==> config.mk <==
export PLATFORM = sky130hd
export DESIGN_NAME = datapath_op_sequencer_flat
export DESIGN_NICKNAME = d
export VERILOG_FILES = /design/src/rtl/datapath_op_sequencer_if.sv /design/src/rtl/datapath_op_sequencer.sv /design/src/flat_wrapper.sv
export SDC_FILE = /design/constraint.sdc
export NUM_CORES = 1
export LEC_CHECK = 0
export ABC_AREA = 1
export BUFFER_PORTS_ARGS = -buffer_cell sky130_fd_sc_hd__buf_2
export CORE_MARGIN = 10
export CORE_UTILIZATION = 50
export CTS_BUF_LIST = sky130_fd_sc_hd__clkbuf_4
export DETAILED_ROUTE_END_ITERATION = 12
export GPL_TIMING_DRIVEN = 0
export HOLD_SLACK_MARGIN = 0.03
export PLACE_DENSITY = 0.78
export SYNTH_ARGS = -nofsm -noshare
export SYNTH_HDL_FRONTEND = slang
export SYNTH_SLANG_ARGS = --single-unit
==> constraint.sdc <==
create_clock -name clk -period 2.3 [get_ports clk]
set_clock_uncertainty 0.1 [all_clocks]
set_input_delay 0.23 -clock clk [delete_from_list [all_inputs] [get_ports clk]]
set_output_delay 0.23 -clock clk [all_outputs]
set_load 0.02 [all_outputs]
==> src/rtl/datapath_op_sequencer_if.sv <==
// Command handshake and datapath control-strobe bundle between the control unit
// (master) and the datapath op sequencer (slave).
interface datapath_op_sequencer_if #(
    parameter int NUM_REGS  = 16,
    parameter int REG_IDX_W = 4,
    parameter int DATA_W    = 32,
    parameter int ALU_SEL_W = 5
);
    logic                 start;
    logic                 ready;
    logic                 done;
    logic                 err;
    logic [1:0]           cmd_mode;
    logic [REG_IDX_W-1:0] cmd_ra;
    logic [REG_IDX_W-1:0] cmd_rb;
    logic [REG_IDX_W-1:0] cmd_rd;
    logic [ALU_SEL_W-1:0] cmd_alu_sel;
    logic [DATA_W-1:0]    cmd_imm;
    logic [NUM_REGS-1:0]  Rin;
    logic [NUM_REGS-1:0]  Rout;
    logic Yin, Zin, ZLOin, ZHIin, HIin, Loin, MDRin, MDRout, Read;
    logic ZLOout, ZHIout, ZLowSelect, ZHighSelect;
    logic [ALU_SEL_W-1:0] ALUSelection;
    logic [DATA_W-1:0]    Mdatain;

    modport master (
        output start, cmd_mode, cmd_ra, cmd_rb, cmd_rd, cmd_alu_sel, cmd_imm,
        input  ready, done, err, Rin, Rout, Yin, Zin, ZLOin, ZHIin, HIin, Loin,
               MDRin, MDRout, Read, ZLOout, ZHIout, ZLowSelect, ZHighSelect,
               ALUSelection, Mdatain
    );

    modport slave (
        input  start, cmd_mode, cmd_ra, cmd_rb, cmd_rd, cmd_alu_sel, cmd_imm,
        output ready, done, err, Rin, Rout, Yin, Zin, ZLOin, ZHIin, HIin, Loin,
               MDRin, MDRout, Read, ZLOout, ZHIout, ZLowSelect, ZHighSelect,
               ALUSelection, Mdatain
    );
endinterface

==> src/rtl/datapath_op_sequencer.sv <==
// Turns one accepted LOAD / ALU / WIDE command into the timed Rin/Rout/Y/Z/MDR/HI/LO
// strobe sequence for CPU_Datapath; every step is held STEP_CYCLES clocks.
module datapath_op_sequencer #(
    parameter int NUM_REGS    = 16,
    parameter int REG_IDX_W   = 4,
    parameter int DATA_W      = 32,
    parameter int ALU_SEL_W   = 5,
    parameter int STEP_CYCLES = 1
) (
    input  logic                   clk,
    input  logic                   clr,
    datapath_op_sequencer_if.slave bus
);
    localparam int               CNT_W    = (STEP_CYCLES > 1) ? $clog2(STEP_CYCLES) : 1;
    localparam logic [CNT_W-1:0] CNT_LAST = CNT_W'(STEP_CYCLES - 1);

    typedef enum logic [1:0] {
        MODE_LOAD = 2'b00, MODE_ALU = 2'b01, MODE_WIDE = 2'b10, MODE_RSVD = 2'b11
    } mode_e;

    typedef enum logic [2:0] {S_IDLE, S_L1, S_L2, S_A1, S_A2, S_A3, S_W3, S_W4} state_e;

    typedef struct packed {
        logic yin, zin, zlo_in, zhi_in, hi_in, lo_in, mdr_in, mdr_out, read;
        logic zlo_out, zhi_out, zlo_sel, zhi_sel;
    } strobe_t;

    typedef struct packed {
        mode_e                mode;
        logic [REG_IDX_W-1:0] ra;
        logic [REG_IDX_W-1:0] rb;
        logic [REG_IDX_W-1:0] rd;
        logic [ALU_SEL_W-1:0] alu_sel;
        logic [DATA_W-1:0]    imm;
    } cmd_t;

    typedef struct packed {
        logic                 ready;
        logic                 done;
        logic                 err;
        logic [NUM_REGS-1:0]  rin;
        logic [NUM_REGS-1:0]  rout;
        strobe_t              strobe;
        logic [ALU_SEL_W-1:0] alu_sel;
        logic [DATA_W-1:0]    mdata;
    } out_t;

    state_e           state, state_n;
    logic [CNT_W-1:0] cnt, cnt_n;
    cmd_t             cmd_in, cmd_q, cmd_n;
    out_t             out_q, out_n;
    logic             cmd_bad, accept, reject;

    function automatic logic idx_bad(input logic [REG_IDX_W-1:0] idx);
        return int'(idx) >= NUM_REGS;
    endfunction

    function automatic logic [NUM_REGS-1:0] onehot(input logic [REG_IDX_W-1:0] idx);
        return NUM_REGS'(1) << idx;
    endfunction

    // Command decode: only the indices a mode actually uses can reject it.
    always_comb begin
        cmd_in = '{mode: mode_e'(bus.cmd_mode), ra: bus.cmd_ra, rb: bus.cmd_rb,
                   rd: bus.cmd_rd, alu_sel: bus.cmd_alu_sel, imm: bus.cmd_imm};
        case (cmd_in.mode)
            MODE_LOAD: cmd_bad = idx_bad(cmd_in.rd);
            MODE_ALU:  cmd_bad = idx_bad(cmd_in.ra) || idx_bad(cmd_in.rb) || idx_bad(cmd_in.rd);
            MODE_WIDE: cmd_bad = idx_bad(cmd_in.ra) || idx_bad(cmd_in.rb);
            default:   cmd_bad = 1'b1;
        endcase
    end

    // NOTE: every always_comb output gets a default first so no path can infer a latch.
    always_comb begin
        state_n = state;
        cnt_n   = cnt;
        accept  = 1'b0;
        reject  = 1'b0;
        if (state == S_IDLE) begin
            if (bus.start && out_q.ready) begin
                if (cmd_bad) begin
                    reject = 1'b1;
                end else begin
                    accept  = 1'b1;
                    cnt_n   = '0;
                    state_n = (cmd_in.mode == MODE_LOAD) ? S_L1 : S_A1;
                end
            end
        end else if (cnt != CNT_LAST) begin
            cnt_n = cnt + CNT_W'(1);
        end else begin
            cnt_n = '0;
            case (state)
                S_L1:    state_n = S_L2;
                S_A1:    state_n = S_A2;
                S_A2:    state_n = (cmd_q.mode == MODE_WIDE) ? S_W3 : S_A3;
                S_W3:    state_n = S_W4;
                default: state_n = S_IDLE;
            endcase
        end
    end

    // Outputs are decoded from the next state so the registered strobes line up with the step.
    always_comb begin
        cmd_n = accept ? cmd_in : cmd_q;
        out_n = '0;
        case (state_n)
            S_L1: begin
                out_n.strobe.read   = 1'b1;
                out_n.strobe.mdr_in = 1'b1;
            end
            S_L2: begin
                out_n.strobe.mdr_out = 1'b1;
                out_n.rin            = onehot(cmd_n.rd);
            end
            S_A1: begin
                out_n.rout       = onehot(cmd_n.ra);
                out_n.strobe.yin = 1'b1;
            end
            S_A2: begin
                out_n.rout           = onehot(cmd_n.rb);
                out_n.strobe.zin     = 1'b1;
                out_n.strobe.zlo_in  = 1'b1;
                out_n.strobe.zlo_sel = 1'b1;
                out_n.strobe.zhi_in  = (cmd_n.mode == MODE_WIDE);
                out_n.strobe.zhi_sel = (cmd_n.mode == MODE_WIDE);
            end
            S_A3: begin
                out_n.strobe.zlo_out = 1'b1;
                out_n.rin            = onehot(cmd_n.rd);
            end
            S_W3: begin
                out_n.strobe.zlo_out = 1'b1;
                out_n.strobe.lo_in   = 1'b1;
            end
            S_W4: begin
                out_n.strobe.zhi_out = 1'b1;
                out_n.strobe.hi_in   = 1'b1;
            end
            default: ;
        endcase
        out_n.ready   = (state_n == S_IDLE);
        out_n.done    = (state_n inside {S_L2, S_A3, S_W4}) && (cnt_n == CNT_LAST);
        out_n.err     = reject;
        out_n.alu_sel = (state_n != S_IDLE) ? cmd_n.alu_sel : '0;
        out_n.mdata   = (state_n != S_IDLE) ? cmd_n.imm : '0;
    end

    // NOTE: state and outputs update with non-blocking assignments so all flops see pre-edge values.
    always_ff @(posedge clk) begin
        if (clr) begin
            state       <= S_IDLE;
            cnt         <= '0;
            out_q       <= '0;
            out_q.ready <= 1'b1;
        end else begin
            state <= state_n;
            cnt   <= cnt_n;
            out_q <= out_n;
        end
    end

    // NOTE: the command latch is pure data qualified by state, so it carries no reset.
    always_ff @(posedge clk) begin
        if (accept) cmd_q <= cmd_in;
    end

    assign bus.ready        = out_q.ready;
    assign bus.done         = out_q.done;
    assign bus.err          = out_q.err;
    assign bus.Rin          = out_q.rin;
    assign bus.Rout         = out_q.rout;
    assign bus.Yin          = out_q.strobe.yin;
    assign bus.Zin          = out_q.strobe.zin;
    assign bus.ZLOin        = out_q.strobe.zlo_in;
    assign bus.ZHIin        = out_q.strobe.zhi_in;
    assign bus.HIin         = out_q.strobe.hi_in;
    assign bus.Loin         = out_q.strobe.lo_in;
    assign bus.MDRin        = out_q.strobe.mdr_in;
    assign bus.MDRout       = out_q.strobe.mdr_out;
    assign bus.Read         = out_q.strobe.read;
    assign bus.ZLOout       = out_q.strobe.zlo_out;
    assign bus.ZHIout       = out_q.strobe.zhi_out;
    assign bus.ZLowSelect   = out_q.strobe.zlo_sel;
    assign bus.ZHighSelect  = out_q.strobe.zhi_sel;
    assign bus.ALUSelection = out_q.alu_sel;
    assign bus.Mdatain      = out_q.mdata;
endmodule

==> src/flat_wrapper.sv <==
// flat-port wrapper written by rule: the top's interface ports become plain ports
module datapath_op_sequencer_flat 
#(
    parameter int NUM_REGS    = 16,
    parameter int REG_IDX_W   = 4,
    parameter int DATA_W      = 32,
    parameter int ALU_SEL_W   = 5,
    parameter int STEP_CYCLES = 1
)
  (clk, clr, bus_start, bus_cmd_mode, bus_cmd_ra, bus_cmd_rb, bus_cmd_rd, bus_cmd_alu_sel, bus_cmd_imm, bus_ready, bus_done, bus_err, bus_Rin, bus_Rout, bus_Yin, bus_Zin, bus_ZLOin, bus_ZHIin, bus_HIin, bus_Loin, bus_MDRin, bus_MDRout, bus_Read, bus_ZLOout, bus_ZHIout, bus_ZLowSelect, bus_ZHighSelect, bus_ALUSelection, bus_Mdatain);
  datapath_op_sequencer_if #(.NUM_REGS(NUM_REGS), .REG_IDX_W(REG_IDX_W), .DATA_W(DATA_W), .ALU_SEL_W(ALU_SEL_W)) bus_i ();
  input  logic clk;
  input  logic clr;
  input wire logic [$bits(bus_i.start)-1:0] bus_start;
  input wire logic [$bits(bus_i.cmd_mode)-1:0] bus_cmd_mode;
  input wire logic [$bits(bus_i.cmd_ra)-1:0] bus_cmd_ra;
  input wire logic [$bits(bus_i.cmd_rb)-1:0] bus_cmd_rb;
  input wire logic [$bits(bus_i.cmd_rd)-1:0] bus_cmd_rd;
  input wire logic [$bits(bus_i.cmd_alu_sel)-1:0] bus_cmd_alu_sel;
  input wire logic [$bits(bus_i.cmd_imm)-1:0] bus_cmd_imm;
  output wire logic [$bits(bus_i.ready)-1:0] bus_ready;
  output wire logic [$bits(bus_i.done)-1:0] bus_done;
  output wire logic [$bits(bus_i.err)-1:0] bus_err;
  output wire logic [$bits(bus_i.Rin)-1:0] bus_Rin;
  output wire logic [$bits(bus_i.Rout)-1:0] bus_Rout;
  output wire logic [$bits(bus_i.Yin)-1:0] bus_Yin;
  output wire logic [$bits(bus_i.Zin)-1:0] bus_Zin;
  output wire logic [$bits(bus_i.ZLOin)-1:0] bus_ZLOin;
  output wire logic [$bits(bus_i.ZHIin)-1:0] bus_ZHIin;
  output wire logic [$bits(bus_i.HIin)-1:0] bus_HIin;
  output wire logic [$bits(bus_i.Loin)-1:0] bus_Loin;
  output wire logic [$bits(bus_i.MDRin)-1:0] bus_MDRin;
  output wire logic [$bits(bus_i.MDRout)-1:0] bus_MDRout;
  output wire logic [$bits(bus_i.Read)-1:0] bus_Read;
  output wire logic [$bits(bus_i.ZLOout)-1:0] bus_ZLOout;
  output wire logic [$bits(bus_i.ZHIout)-1:0] bus_ZHIout;
  output wire logic [$bits(bus_i.ZLowSelect)-1:0] bus_ZLowSelect;
  output wire logic [$bits(bus_i.ZHighSelect)-1:0] bus_ZHighSelect;
  output wire logic [$bits(bus_i.ALUSelection)-1:0] bus_ALUSelection;
  output wire logic [$bits(bus_i.Mdatain)-1:0] bus_Mdatain;
  assign bus_i.start = bus_start;
  assign bus_i.cmd_mode = bus_cmd_mode;
  assign bus_i.cmd_ra = bus_cmd_ra;
  assign bus_i.cmd_rb = bus_cmd_rb;
  assign bus_i.cmd_rd = bus_cmd_rd;
  assign bus_i.cmd_alu_sel = bus_cmd_alu_sel;
  assign bus_i.cmd_imm = bus_cmd_imm;
  assign bus_ready = bus_i.ready;
  assign bus_done = bus_i.done;
  assign bus_err = bus_i.err;
  assign bus_Rin = bus_i.Rin;
  assign bus_Rout = bus_i.Rout;
  assign bus_Yin = bus_i.Yin;
  assign bus_Zin = bus_i.Zin;
  assign bus_ZLOin = bus_i.ZLOin;
  assign bus_ZHIin = bus_i.ZHIin;
  assign bus_HIin = bus_i.HIin;
  assign bus_Loin = bus_i.Loin;
  assign bus_MDRin = bus_i.MDRin;
  assign bus_MDRout = bus_i.MDRout;
  assign bus_Read = bus_i.Read;
  assign bus_ZLOout = bus_i.ZLOout;
  assign bus_ZHIout = bus_i.ZHIout;
  assign bus_ZLowSelect = bus_i.ZLowSelect;
  assign bus_ZHighSelect = bus_i.ZHighSelect;
  assign bus_ALUSelection = bus_i.ALUSelection;
  assign bus_Mdatain = bus_i.Mdatain;
  datapath_op_sequencer #(.NUM_REGS(NUM_REGS), .REG_IDX_W(REG_IDX_W), .DATA_W(DATA_W), .ALU_SEL_W(ALU_SEL_W), .STEP_CYCLES(STEP_CYCLES)) u_core (.clk(clk), .clr(clr), .bus(bus_i));
endmodule
==> After elaboration in Yosys (flattened, before gate mapping) <==
Index checks and enable logic that the tools add are counted.
W data, S select, Z words.
{ "word_totals": {"reg_bits": 137, "out_inout_bits": 85} }
{ "op_classes": {"n_addsub": 1, "n_eq_ne": 15, "n_shift": 3, "n_mux": 25, "n_bitwise": 6, "reduce_logical": 14} }
{ "ops": {"columns": ["operator", "count"], "rows": [
  ["$mux W51", 1],
  ["$shl A1 B4 Y16 const A", 3],
  ["$pmux W16 S2", 1],
  ["$eq A3 B3 Y1 const B", 6],
  ["$mux W3", 5],
  ["$mux W1", 14],
  ["$pmux W3 S4", 1],
  ["$reduce_or A2 Y1", 5],
  ["$eq A3 B2 Y1 const B", 3],
  ["$eq A2 B2 Y1 const B", 3],
  ["$eq A3 B1 Y1 const B", 2],
  ["$logic_not A3 Y1", 2],
  ["$mux W2", 3],
  ["$not A1 Y1", 6],
  ["$reduce_bool A3 Y1", 2],
  ["$reduce_or A3 Y1", 2],
  ["$eq A2 B1 Y1 const B", 1],
  ["$logic_and A1 B1 Y1", 2],
  ["$logic_not A2 Y1", 1],
  ["$add A1 B1 Y1 const B", 1]
]} }

==> Longest topological paths before layout <==
Gate-level depths: netlist of run 1.
{ "logic_depth": {"word_depth": 9, "ltp_mapped": 14} }

==> Worst setup path before layout of run 1 <==
No wires, ideal clock.
{ "synth_path": {"path_type": "register to register", "startpoint": "register, netlist name u_core.bus.ready", "endpoint": "register u_core.out_q, in the netlist u_core.bus.done", "setup_time_ps": 123, "arrival_time_ps": 1519, "setup_slack_ps": 558, "stages_incl_launch_ff": 12, "period_less_slack_ps": 1742, "path_cell_list": "dfxtp_1 > nand2_1 > inv_1 > nand2_1 > nand2_1 > nand2_1 > nand2_1 > nand2_4 > buf_6 > nand2_2 > o21ai_2 > or2_2"} }
{ "synth_between": {"elab_chain_cells": 6, "word_cells_on_any_way": 11, "classes_between": "eq/ne: 3; mux: 4; bitwise: 1; reduce/logical: 3"} }
{ "synth_lines": {"columns": ["element", "line", "text"], "rows": [
  ["$logic_and A1 B1 Y1 (*)", "datapath_op_sequencer.sv:81", "if (bus.start && out_q.ready) begin"],
  ["$mux W3", "datapath_op_sequencer.sv:81", null],
  ["$mux W3", "datapath_op_sequencer.sv:80", "if (state == S_IDLE) begin"],
  ["$eq A3 B2 Y1 / $eq A3 B3 Y1 (equally long branches)", "datapath_op_sequencer.sv:144", "out_n.done = (state_n inside {S_L2, S_A3, S_W4}) && (cnt_n == CNT_LAST);"],
  ["$reduce_bool A3 Y1", "datapath_op_sequencer.sv:144", null],
  ["$logic_and A1 B1 Y1 (*)", "datapath_op_sequencer.sv:144", null],
  ["end signal: assignment", "datapath_op_sequencer.sv:160", "out_q <= out_n;"],
  ["end: declaration", "datapath_op_sequencer.sv:51", "out_t out_q, out_n;"]
]} }
Every way passes the cells marked *; elsewhere a longest branch is shown, timed or not.
A chain may end at the register's enable or synchronous reset.

==> Final worst setup path of run 1 <==
{ "layout_path": {"startpoint": "input bus_start", "endpoint": "register u_core.out_q, in the netlist u_core.bus.Mdatain[17]"} }
{ "layout_between": {"elab_chain_cells": 6, "word_cells_on_any_way": 9, "classes_between": "mux: 5; bitwise: 1; reduce/logical: 3"} }
{ "layout_lines": {"columns": ["element", "line", "text"], "rows": [
  ["start: declaration", "flat_wrapper.sv:14", "input wire logic [$bits(bus_i.start)-1:0] bus_start;"],
  ["$logic_and A1 B1 Y1 (*)", "datapath_op_sequencer.sv:81", null],
  ["$mux W3", "datapath_op_sequencer.sv:81", null],
  ["$mux W3", "datapath_op_sequencer.sv:80", null],
  ["$reduce_bool A3 Y1", "datapath_op_sequencer.sv:147", "out_n.mdata = (state_n != S_IDLE) ? cmd_n.imm : '0;"],
  ["$not A1 Y1 (no line)", null, null],
  ["$reduce_or A2 Y1 (no line)", null, null]
]} }
Marks and branches as above.

==> results of run 1 <==
==> power by group through the flow <==
stage	clock (uW)	combinational, uW	sequential [uW]
global route	1670	3110	3330
CTS	1570	2790	3260
finish	1530	2790	3260
floorplan	0	1590	3660
global placement	0	2610	3280
detailed placement	0	2700	3310
==> metrics by stage <==
stage / instances / area (sq um) / hold slack, ps
floorplan: 503 / 4543 / 259.6
global placement: 748 / 5364 / 330.0
detailed placement: 748 / 5364 / 341.9
CTS: 832 / 6170 / 78.36
global route: 832 / 6170 / 109.8
finish: 832 / 6170 / 130.4
==> what timing repair did <==
action / in CTS / in global routing
hold endpoints to repair: 104 / 0
hold buffers: 52 / 0
resized for setup: 0 / 0
==> flip-flops by register name (all words and copies together), names as in the netlist, 3 cells and up <==
name,flops
u_core.cmd_q,51
u_core.bus.Rin,16
u_core.bus.ALUSelection,5
u_core.state,3
u_core.bus.Rout,16
u_core.bus.Mdatain,32
==> final cells by class <==
type                    count  area share
clock buffers              18     0.02190
multi-input cells         282      0.2332
inverters                  63     0.03833
repair buffers            189      0.1955
well taps                 108     0.02190
plain buffers              23     0.02677
flip-flops and latches    135      0.4380
clock inverters            14     0.02434
==> metal layers <==
metal  share of wire  vias to the layer above  wire [um]
met5               0                        -          0
met1            0.40                     1759       4628
met2            0.49                      142       5727
met3           0.089                       23       1035
met4           0.024                        0        275
li1                -                     1959          -
==> cells in the mapped netlist <==
| master | instances |
|---|---|
| a21oi_1 | 2 |
| a21oi_2 | 1 |
| buf_2 | 2 |
| buf_4 | 8 |
| buf_6 | 6 |
| clkbuf_1 | 6 |
| clkbuf_2 | 1 |
| dfxtp_1 | 135 |
| inv_1 | 56 |
| inv_2 | 7 |
| nand2_1 | 57 |
| nand2_2 | 9 |
| nand2_4 | 2 |
| nand3_1 | 14 |
| nand3_2 | 1 |
| nand3_4 | 2 |
| nand3b_1 | 1 |
| nand4_1 | 6 |
| nor2_1 | 69 |
| nor2_2 | 11 |
| nor2_4 | 5 |
| nor3_1 | 5 |
| nor4_1 | 2 |
| o21ai_0 | 35 |
| o21ai_1 | 12 |
| o21ai_2 | 4 |
| or2_2 | 44 |
==> worst register-to-register path: cells and delay by family, from the launching register on <==
kind            cells  cell delay, ps
buf+inv             3             790
simple gates        4             500
flops               1             440
compound gates      1             240
==> how the worst max path moves through the flow <==
stage / depth (start not counted) / end / from / slack (ps)
final: 11 / u_core.bus.Mdatain[17] / bus_start / 160
after global placement: 9 / u_core.bus.Mdatain[17] / u_core.bus.ready / 330
after detailed placement: 9 / u_core.bus.Mdatain[17] / u_core.bus.ready / 280
after CTS: 9 / u_core.bus.Mdatain[17] / u_core.bus.ready / 250
after floorplan: 11 / u_core.bus.done / u_core.bus.ready / 560
after global routing: 9 / u_core.bus.Mdatain[19] / u_core.bus.ready / 20
==> cell usage in the layout (no fill, tap or decap), types with 7 or more instances in the layout <==
master / instances
buf_2: 139
or2_2: 44
buf_4: 8
inv_2: 7
dlygate4sd3_1: 52
nor2_1: 69
nand2_1: 57
nand2_2: 9
dfxtp_1: 135
nand3_1: 14
o21ai_0: 35
o21ai_1: 12
nor2_2: 11
inv_1: 56
clkbuf_4: 18
==> logic make-up (layout without fill, tap and decap cells) <==
family	count (synthesis)	after routing	synth area share
flops	135	135	0.5949
simple gates	228	228	0.2531
compound gates	54	54	0.06362
buf+inv	86	307	0.08840
==> flow_metrics.tcl, run 1 <==
set metrics [dict create \
    met3_usage 0.06771 \
    start_util 0.5184 \
    port-buffer-count 137 \
    syn_area_per_cell_sq_um 9.032 \
    grt_pass1_wl_um 18930 \
    power.share.clock 0.201 \
    nNetsFinal 765 \
    synth.distinct_cells 27 \
    max_stage_delay_ps 530 \
    cp.required_ps 2610 \
    hold_path_end "u_core.bus.Rin[2]" \
    cp-start-kind "primary input" \
    use_met1 0.1917 \
    p_int_uw 4765 \
    syn-num-nets 557 \
    fmax_mhz 466.6 \
    worstHoldPathType "primary input to flop" \
    cts_setup_buffers 0 \
    die_w_um 115.3 \
    grt_use_total 0.1761 \
    routed_wl_um 11670 \
    timing.setup.tns_ps 0 \
    finalPower_uw 7578 \
    finalCriticalPeriod_ps 2143 \
    grt_pass1_vias 4062 \
    clk_pin_slew_ps 110 \
    io_pins 139 \
    path_cells "dlygate4sd3_1, buf_2, nand2_1, inv_1, nand2_1, nor2_4, buf_4, clkbuf_1, or2_2, o21ai_0, nor2_1" \
    final_critical_path_setup_slack_ps 156.6 \
    r2r_start "u_core.state[1]" \
    clock-sinks 135 \
    rows 34 \
    cts_tree "built" \
    worst_pin_slew_ps 493.6 \
    clockBufferDepth 2 \
    reg2reg_slack_ps 170 \
    setup_viol 0 \
    met2_usage 0.2980 \
    period_share 0.9319 \
    busiest_layer "met2" \
    power.density_nw_per_um2 1228 \
    cts-root-buf "clkbuf_4" \
    p_leak_uw 0.003065 \
    hpwl_um 8241 \
    clk_latency_ps 480 \
    maxSlewViolCount 0 \
    insertedDiodeCount 0 \
    dieArea_sq_um 13300 \
    cp.buffers_inverters 5 \
    utilization 0.7040 \
    syn_inst 503 \
    antenna_found_initial 0 \
    grt_max_degree 17 \
    drtAntennaViolNets 0 \
    num_vias 3883 \
    criticalPathCategory "primary input to flop" \
    cts_made_buffers 17 \
    yosys_warnings 0 \
    place_ws_ps 280.2 \
    wl_per_cell_um 14.02 \
    drtIter0Drc 234 \
    final-hold-violation-count 0 \
    gp_congestion 0.8472 \
    r2r_end "u_core.bus.Mdatain[17]" \
    min-delay-start "bus_cmd_rd[2]" \
    max_slew_margin 0.6675 \
    fill_cells 675 \
    critPathMostFrequentCell "nand2_1" \
    area_growth_pct 35.80 \
    p_seq_frac 0.431 \
    end_kind "flop" \
    ir_worst_vdd_mv 0.8479 \
    cts_htree_levels 4 \
    via_per_inst 4.667 \
    seqCellArea_sq_um 2703 \
    yosys.area.top_type_share 0.5949 \
    critical-path-top-delay-family "buffers and inverters" \
    synth_area_sq_um 4543 \
    crit_fanout 10 \
    critical_path_arrival_ps 2450 \
    rsz0062_at_grt "no" \
    r2r_cells 8 \
    outcome "completed" \
    core-area_sq_um 8763 \
    maxCapViolCount 0 \
    crit_slowest_cell "dlygate4sd3_1" \
    ys_ff_latch 135 \
    combPwrFrac 0.368 \
    firstDrtPassIters 4 \
    switchingPower_uw 2813 \
    yosysSeqAreaShare 0.5949 \
    multi_input_area_sq_um 1439 \
    holdPathStages 4 \
    die_y_um 115.3 \
    synth_area_leaders "dfxtp_1 (59%), or2_2 (6.1%), nor2_1 (5.7%), nand2_1 (4.7%), inv_1 (4.6%)" \
    switching_share 0.3712 \
    drc 0 \
    drive_above_1_share 0.3757 \
    grt_overflow 0 \
    synth_largest_area_cell "dfxtp_1" \
]
Power figures use the tool's default switching activity.
==> inputs of run 2 (changes only) <==
RECOVER_POWER = 25   (was not set)
clock period = 2.7 ns   (was 2.3 ns; I/O delays follow)
==> run 2 against run 1 <==
Net effect:
- clock-buffer cell count stayed put
- worst hold slack better by 30 ps
- global-route usage stayed put
- combinational power is 17% lower
- critical endpoint unchanged
- highest routed layer unchanged
==> flow_metrics.tcl, run 2 (same netlist as run 1, synthesis figures left out) <==
set metrics [dict create \
    fmax_mhz 460.4 \
    gp_congestion 0.8472 \
    drive_above_1_share 0.2997 \
    layout_common_cells "dfxtp_1 (135), buf_2 (86), nor2_1 (70), clkbuf_1 (59), nand2_1 (57)" \
    reg2reg_slack_ps 550 \
    worst_pin_slew_ps 497.8 \
    dpl-instance-area_sq_um 5364 \
    end_kind "flop" \
    power.density_nw_per_um2 1052 \
    cts_made_buffers 17 \
    routed_wl_um 11700 \
    io_pins 139 \
    p_leak_uw 0.002845 \
    num_vias 3879 \
    crit_fanout 10 \
    wl_per_cell_um 14.06 \
    die_y_um 115.3 \
    ir_worst_vdd_mv 0.7121 \
    firstDrtPassIters 4 \
    whs_ps 160.4 \
    grt_max_degree 17 \
    drtIter0Drc 237 \
    finalCriticalPeriod_ps 2172 \
    cts-root-buf "clkbuf_4" \
    via_per_inst 4.662 \
    r2r_start "u_core.state[1]" \
    core-area_sq_um 8763 \
    grt_use_total 0.1761 \
    grt_pass1_wl_um 18930 \
    cp.required_ps 2970 \
    max_slew_margin 0.6647 \
    top_register "u_core.cmd_q" \
    final_critical_path_setup_slack_ps 527.8 \
    grt_pass1_vias 4062 \
    hpwl_um 8241 \
    insertedDiodeCount 0 \
    clk_pin_slew_ps 110 \
    maxCapViolCount 0 \
    die_w_um 115.3 \
    cts_setup_buffers 0 \
    hold_path_end "u_core.bus.Rin[2]" \
    nNetsFinal 765 \
    r2r_end "u_core.bus.Mdatain[17]" \
    cts_htree_levels 4 \
    largest_register_ffs 51 \
    r2r_cells 8 \
    start_util 0.5184 \
    period_share 0.8045 \
    setup_viol 0 \
    place_ws_ps 647.2 \
    grt_overflow 0 \
    holdPathStages 4 \
    area_growth_pct 34.07 \
    drtAntennaViolNets 0 \
    rsz0062_at_grt "no" \
    utilization 0.6950 \
    antenna_found_initial 0 \
    rows 34 \
    critical_path_arrival_ps 2440 \
    clock-sinks 135 \
    cp-start-kind "primary input" \
    min-delay-start "bus_cmd_rd[2]" \
    clockBufferDepth 2 \
    port-buffer-count 137 \
    outcome "completed" \
    final_common_cell "dfxtp_1" \
    worstHoldPathType "primary input to flop" \
    dieArea_sq_um 13300 \
    final-hold-violation-count 0 \
    maxSlewViolCount 0 \
    drc 0 \
    timing.setup.tns_ps 0 \
    stdcell_area_sq_um 6091 \
    cts_tree "built" \
    criticalPathCategory "primary input to flop" \
    clk_latency_ps 500 \
]
run 2: layout make-up:
cell class | count | area [sq um]
Clock buffer | 18 | 135.1
Clock inverter | 14 | 150.1
Fill cell | 709 | 2673
Inverter | 63 | 236.5
Buffer | 23 | 165.2
Tap cell | 108 | 135.1
Multi-Input combinational cell | 282 | 1426
Timing Repair Buffer | 189 | 1140
Sequential cell | 135 | 2703
run 2: layer usage:
metal	wire (um)	vias up	global-route usage
met5	0	-	0
met4	302	0	0.07838
met3	1021	25	0.06771
met2	5678	142	0.2980
met1	4695	1749	0.1917
li1	-	1963	-
run 2: worst max path at each step:
stage                                        end  cells past startpoint  slack, ps              from
after floorplan                  u_core.bus.done                     11        960  u_core.bus.ready
after global placement    u_core.bus.Mdatain[17]                     10        690         bus_start
after detailed placement  u_core.bus.Mdatain[17]                     10        650         bus_start
after CTS                 u_core.bus.Mdatain[17]                     10        640   bus_cmd_mode[0]
after global routing           u_core.bus.Rin[6]                     10        360   u_core.state[1]
final                     u_core.bus.Mdatain[17]                     10        530   bus_cmd_mode[0]
run 2: timing repair:
action                    CTS  global route
hold buffers               52             0
gates resized for setup     0             0
hold endpoints to repair   93             0
run 2: report_power, final:
part | internal, uW | leakage, uW | switching, uW
Clock | 567 | 0.000149 | 735
Sequential | 2630 | 0.00111 | 159
Combinational | 815 | 0.00158 | 1510
run 2: stage by stage:
step	total power, uW	std cells
floorplan	4472	503
global placement	5015	748
detailed placement	5122	748
CTS	6486	832
global route	6861	832
finish	6409	832
run 2: worst max-delay path: stages:
cell           delay, ps
dlygate4sd3_1        550
clkbuf_1             140
nand2_1              110
inv_1                 50
nor2_1               160
nand2_2              190
buf_2                250
clkbuf_1             260
o21ai_0              360
nor2_1               100
==> inputs of run 3 (changes only) <==
ABC_AREA = 0   (was 1)
PLACE_DENSITY = 0.77   (was 0.78)
clock period = 2 ns   (was 2.7 ns; I/O delays follow)
==> run 3 against run 2 <==
Net effect:
- critical path depth down 2
- worst hold slack got worse by 85 ps
- global-route usage grew 2.1 points
- register-to-register slack got worse by 660 ps
- final area is 16% higher
- final cell count rose by 9.4%
- sequential share of layout area is 5.9 points lower
- the run now ends with setup timing left
- sequential cell count stayed put
- first-iteration DRC count up 36%
- sequential power up 21%
- non-clock buffer count is 33 higher
==> flow_metrics.tcl, run 3 <==
set metrics [dict create \
    combPwrFrac 0.283 \
    grt_pass1_vias 4729 \
    ys_async_sr_fraction 0 \
    yosys.area.top_type_share 0.5551 \
    drc 0 \
    drtIter0Drc 322 \
    core-area_sq_um 9371 \
    yosysMostFrequentCell "nand2_1" \
    syn-num-nets 594 \
    cts_htree_levels 4 \
    cts_tree "built" \
    rsz0062_at_grt "yes" \
    r2r_end "u_core.bus.ALUSelection[2]" \
    gp_congestion 0.8469 \
    synth.distinct_cells 39 \
    yosys_warnings 0 \
    end_kind "flop" \
    layout_common_cells "nand2_1 (150), buf_2 (142), dfxtp_1 (130), dlygate4sd3_1 (54), nor2b_1 (40)" \
    final_cells 910 \
    syn_inst 540 \
    whs_ps 75.25 \
    port-buffer-count 134 \
    finalCriticalPeriod_ps 2105 \
    violations "setup timing" \
    reg2reg_slack_ps -110 \
    worst_pin_slew_ps 482.4 \
    clk_pin_slew_ps 130 \
    min-delay-start "bus_cmd_mode[1]" \
    holdPathStages 4 \
    synth_compound_area_frac 0.04729 \
    switchingPower_uw 2425 \
    synth_largest_area_cell "dfxtp_1" \
    cp-start-kind "flop" \
    io_pins 139 \
    finalPower_uw 7098 \
    synth_fa_ha_area_frac 0 \
    wl_per_cell_um 15.77 \
    cts_made_buffers 17 \
    synthFlopType "dfxtp_1" \
    synth_top_family_by_area "simple AND/OR/NAND/NOR gates" \
    power.share.clock 0.243 \
    num_vias 4570 \
    grt_pass1_wl_um 22870 \
    worstHoldPathType "primary input to flop" \
    ir_worst_vdd_mv 0.6672 \
    utilization 0.7537 \
    yosysSeqAreaShare 0.5551 \
    largest_register_ffs 51 \
    setup_viol 34 \
    power.density_nw_per_um2 1005 \
    synth_area_leaders "dfxtp_1 (56%), nand2_1 (12%), nor2b_1 (6.4%), mux2i_1 (4.9%), nor3_1 (2.9%)" \
    cp.required_ps 2320 \
    syn_area_per_cell_sq_um 9.016 \
    dieArea_sq_um 14080 \
    start_util 0.5195 \
    clk_latency_ps 530 \
    final-hold-violation-count 0 \
    cts-root-buf "clkbuf_4" \
    r2r_cells 8 \
    via_per_inst 5.022 \
    outcome "finished, violations left" \
    place_inst 803 \
    synthMuxAreaShare 0.05397 \
    critical_path_arrival_ps 2420 \
    p_int_uw 4673 \
    period_share 1.053 \
    die_y_um 118.7 \
    synthSimpleGateAreaFrac 0.2927 \
    top_register "u_core.cmd_q" \
    routed_wl_um 14350 \
    die_w_um 118.7 \
    switching_share 0.3416 \
    maxCapViolCount 0 \
    ys_ff_latch 135 \
    drtAntennaViolNets 0 \
    r2r_start "u_core.state[0]" \
    maxSlewViolCount 0 \
    synthXorXnorAreaFrac 0.001799 \
    rows 35 \
    synth_common_cells "nand2_1 (150), dfxtp_1 (135), nor2b_1 (50), nor3_1 (28), nor2_1 (25)" \
    clock-sinks 135 \
    criticalPathCategory "flop to flop" \
    p_seq_frac 0.474 \
    max_slew_margin 0.6784 \
    final_critical_path_setup_slack_ps -105.5 \
    p_leak_uw 0.003417 \
    grt_use_total 0.1969 \
    antenna_found_initial 2 \
    crit_fanout 5 \
    drive_above_1_share 0.3376 \
    hpwl_um 9258 \
    firstDrtPassIters 5 \
    clockBufferDepth 2 \
    final_common_cell "nand2_1" \
    synth_area_sq_um 4868 \
    grt_max_degree 17 \
    area_growth_pct 45.08 \
    hold_path_end "u_core.cnt" \
    synth-edff-count 0 \
    grt_overflow 0 \
    nNetsFinal 820 \
    fmax_mhz 475.0 \
    timing.setup.tns_ps -2536 \
]
==> run 3: changes by cell type in the layout (fill, tap and decap cells not counted), sizes merged, moves of 9 or more <==
cell and delta:
nor3 +24, nand2 +82, nor2 -60, or2 -44
clkbuf -50, o21ai -44, mux2i +24, nand3b +11
nor2b +50, nand3 -12, inv -49, a31oi +9
buf +80
==> run 3: layout make-up <==
cell class	instances	area, sq um
inverter	11	45.04
tap	129	161.4
multi-input combinational	356	2198
antenna	2	5.005
timing repair buffer	211	1436
fill	646	2308
buffer	34	231.5
sequential	135	2714
clock inverter	15	143.9
clock buffer	17	127.6
==> run 3: worst max path at each step <==
| stage | from | endpoint | slack, ps | cells after the start |
|---|---|---|---|---|
| 2_1_floorplan | u_core.bus.ready | u_core.bus.Mdatain[0] | -100 | 9 |
| 3_3_place_gp | u_core.state[0] | u_core.cmd_q[39] | -460 | 8 |
| 3_5_place_dp | u_core.state[0] | u_core.cmd_q[40] | -540 | 8 |
| 4_1_cts | u_core.bus.ready | u_core.bus.ALUSelection[2] | -140 | 8 |
| 5_1_grt | u_core.state[2] | u_core.bus.Mdatain[8] | -170 | 8 |
| 6_report | u_core.state[0] | u_core.bus.ALUSelection[2] | -110 | 8 |
==> run 3: metal layers <==
| layer | vias to the layer above | part of all wire | GRT usage |
|---|---|---|---|
| met3 | 37 | 0.082 | 0.08139 |
| met5 | - | 0 | 0 |
| met4 | 0 | 0.024 | 0.07786 |
| met1 | 2146 | 0.38 | 0.2057 |
| met2 | 166 | 0.51 | 0.3437 |
| li1 | 2221 | - | - |
==> run 3: timing repair <==
action | CTS | global route
hold buffers | 54 | 1
setup endpoints to repair | 126 | 100
cloned | 2 | 0
pin swaps | 5 | 7
gates resized for setup | 45 | 47
buffers inserted | 16 | 6
hold endpoints to repair | 94 | 1
==> run 3: metrics by stage <==
stage	setup WS (ps)	area (sq um)
finish	-105.5	7063
global route	-174.4	7063
CTS	-141.3	6893
detailed placement	-539.3	5727
global placement	-460.6	5727
floorplan	-101.9	4895
==> run 3: logic make-up after synthesis <==
kind of cell,after synthesis
simple gates,297
flops,135
buf+inv,49
compound gates,32
mux,26
xor+xnor,1
==> run 3: power groups by stage <==
stage               Combinational [uW]  Clock, uW  Sequential (uW)
floorplan                          996          0             3500
global placement                  1530          0             3370
detailed placement                1600          0             3390
CTS                               1860       1760             3350
global route                      2190       1900             3400
finish                            2010       1730             3360
==> run 3: critical path, stage by stage, from the launching register on <==
cell and delay, ps:
dfxtp_2 340, buf_6 120, nor3_4 50, and3_4 200
or3_4 400, o41ai_4 400, buf_6 210, buf_6 140
nor2b_1 40
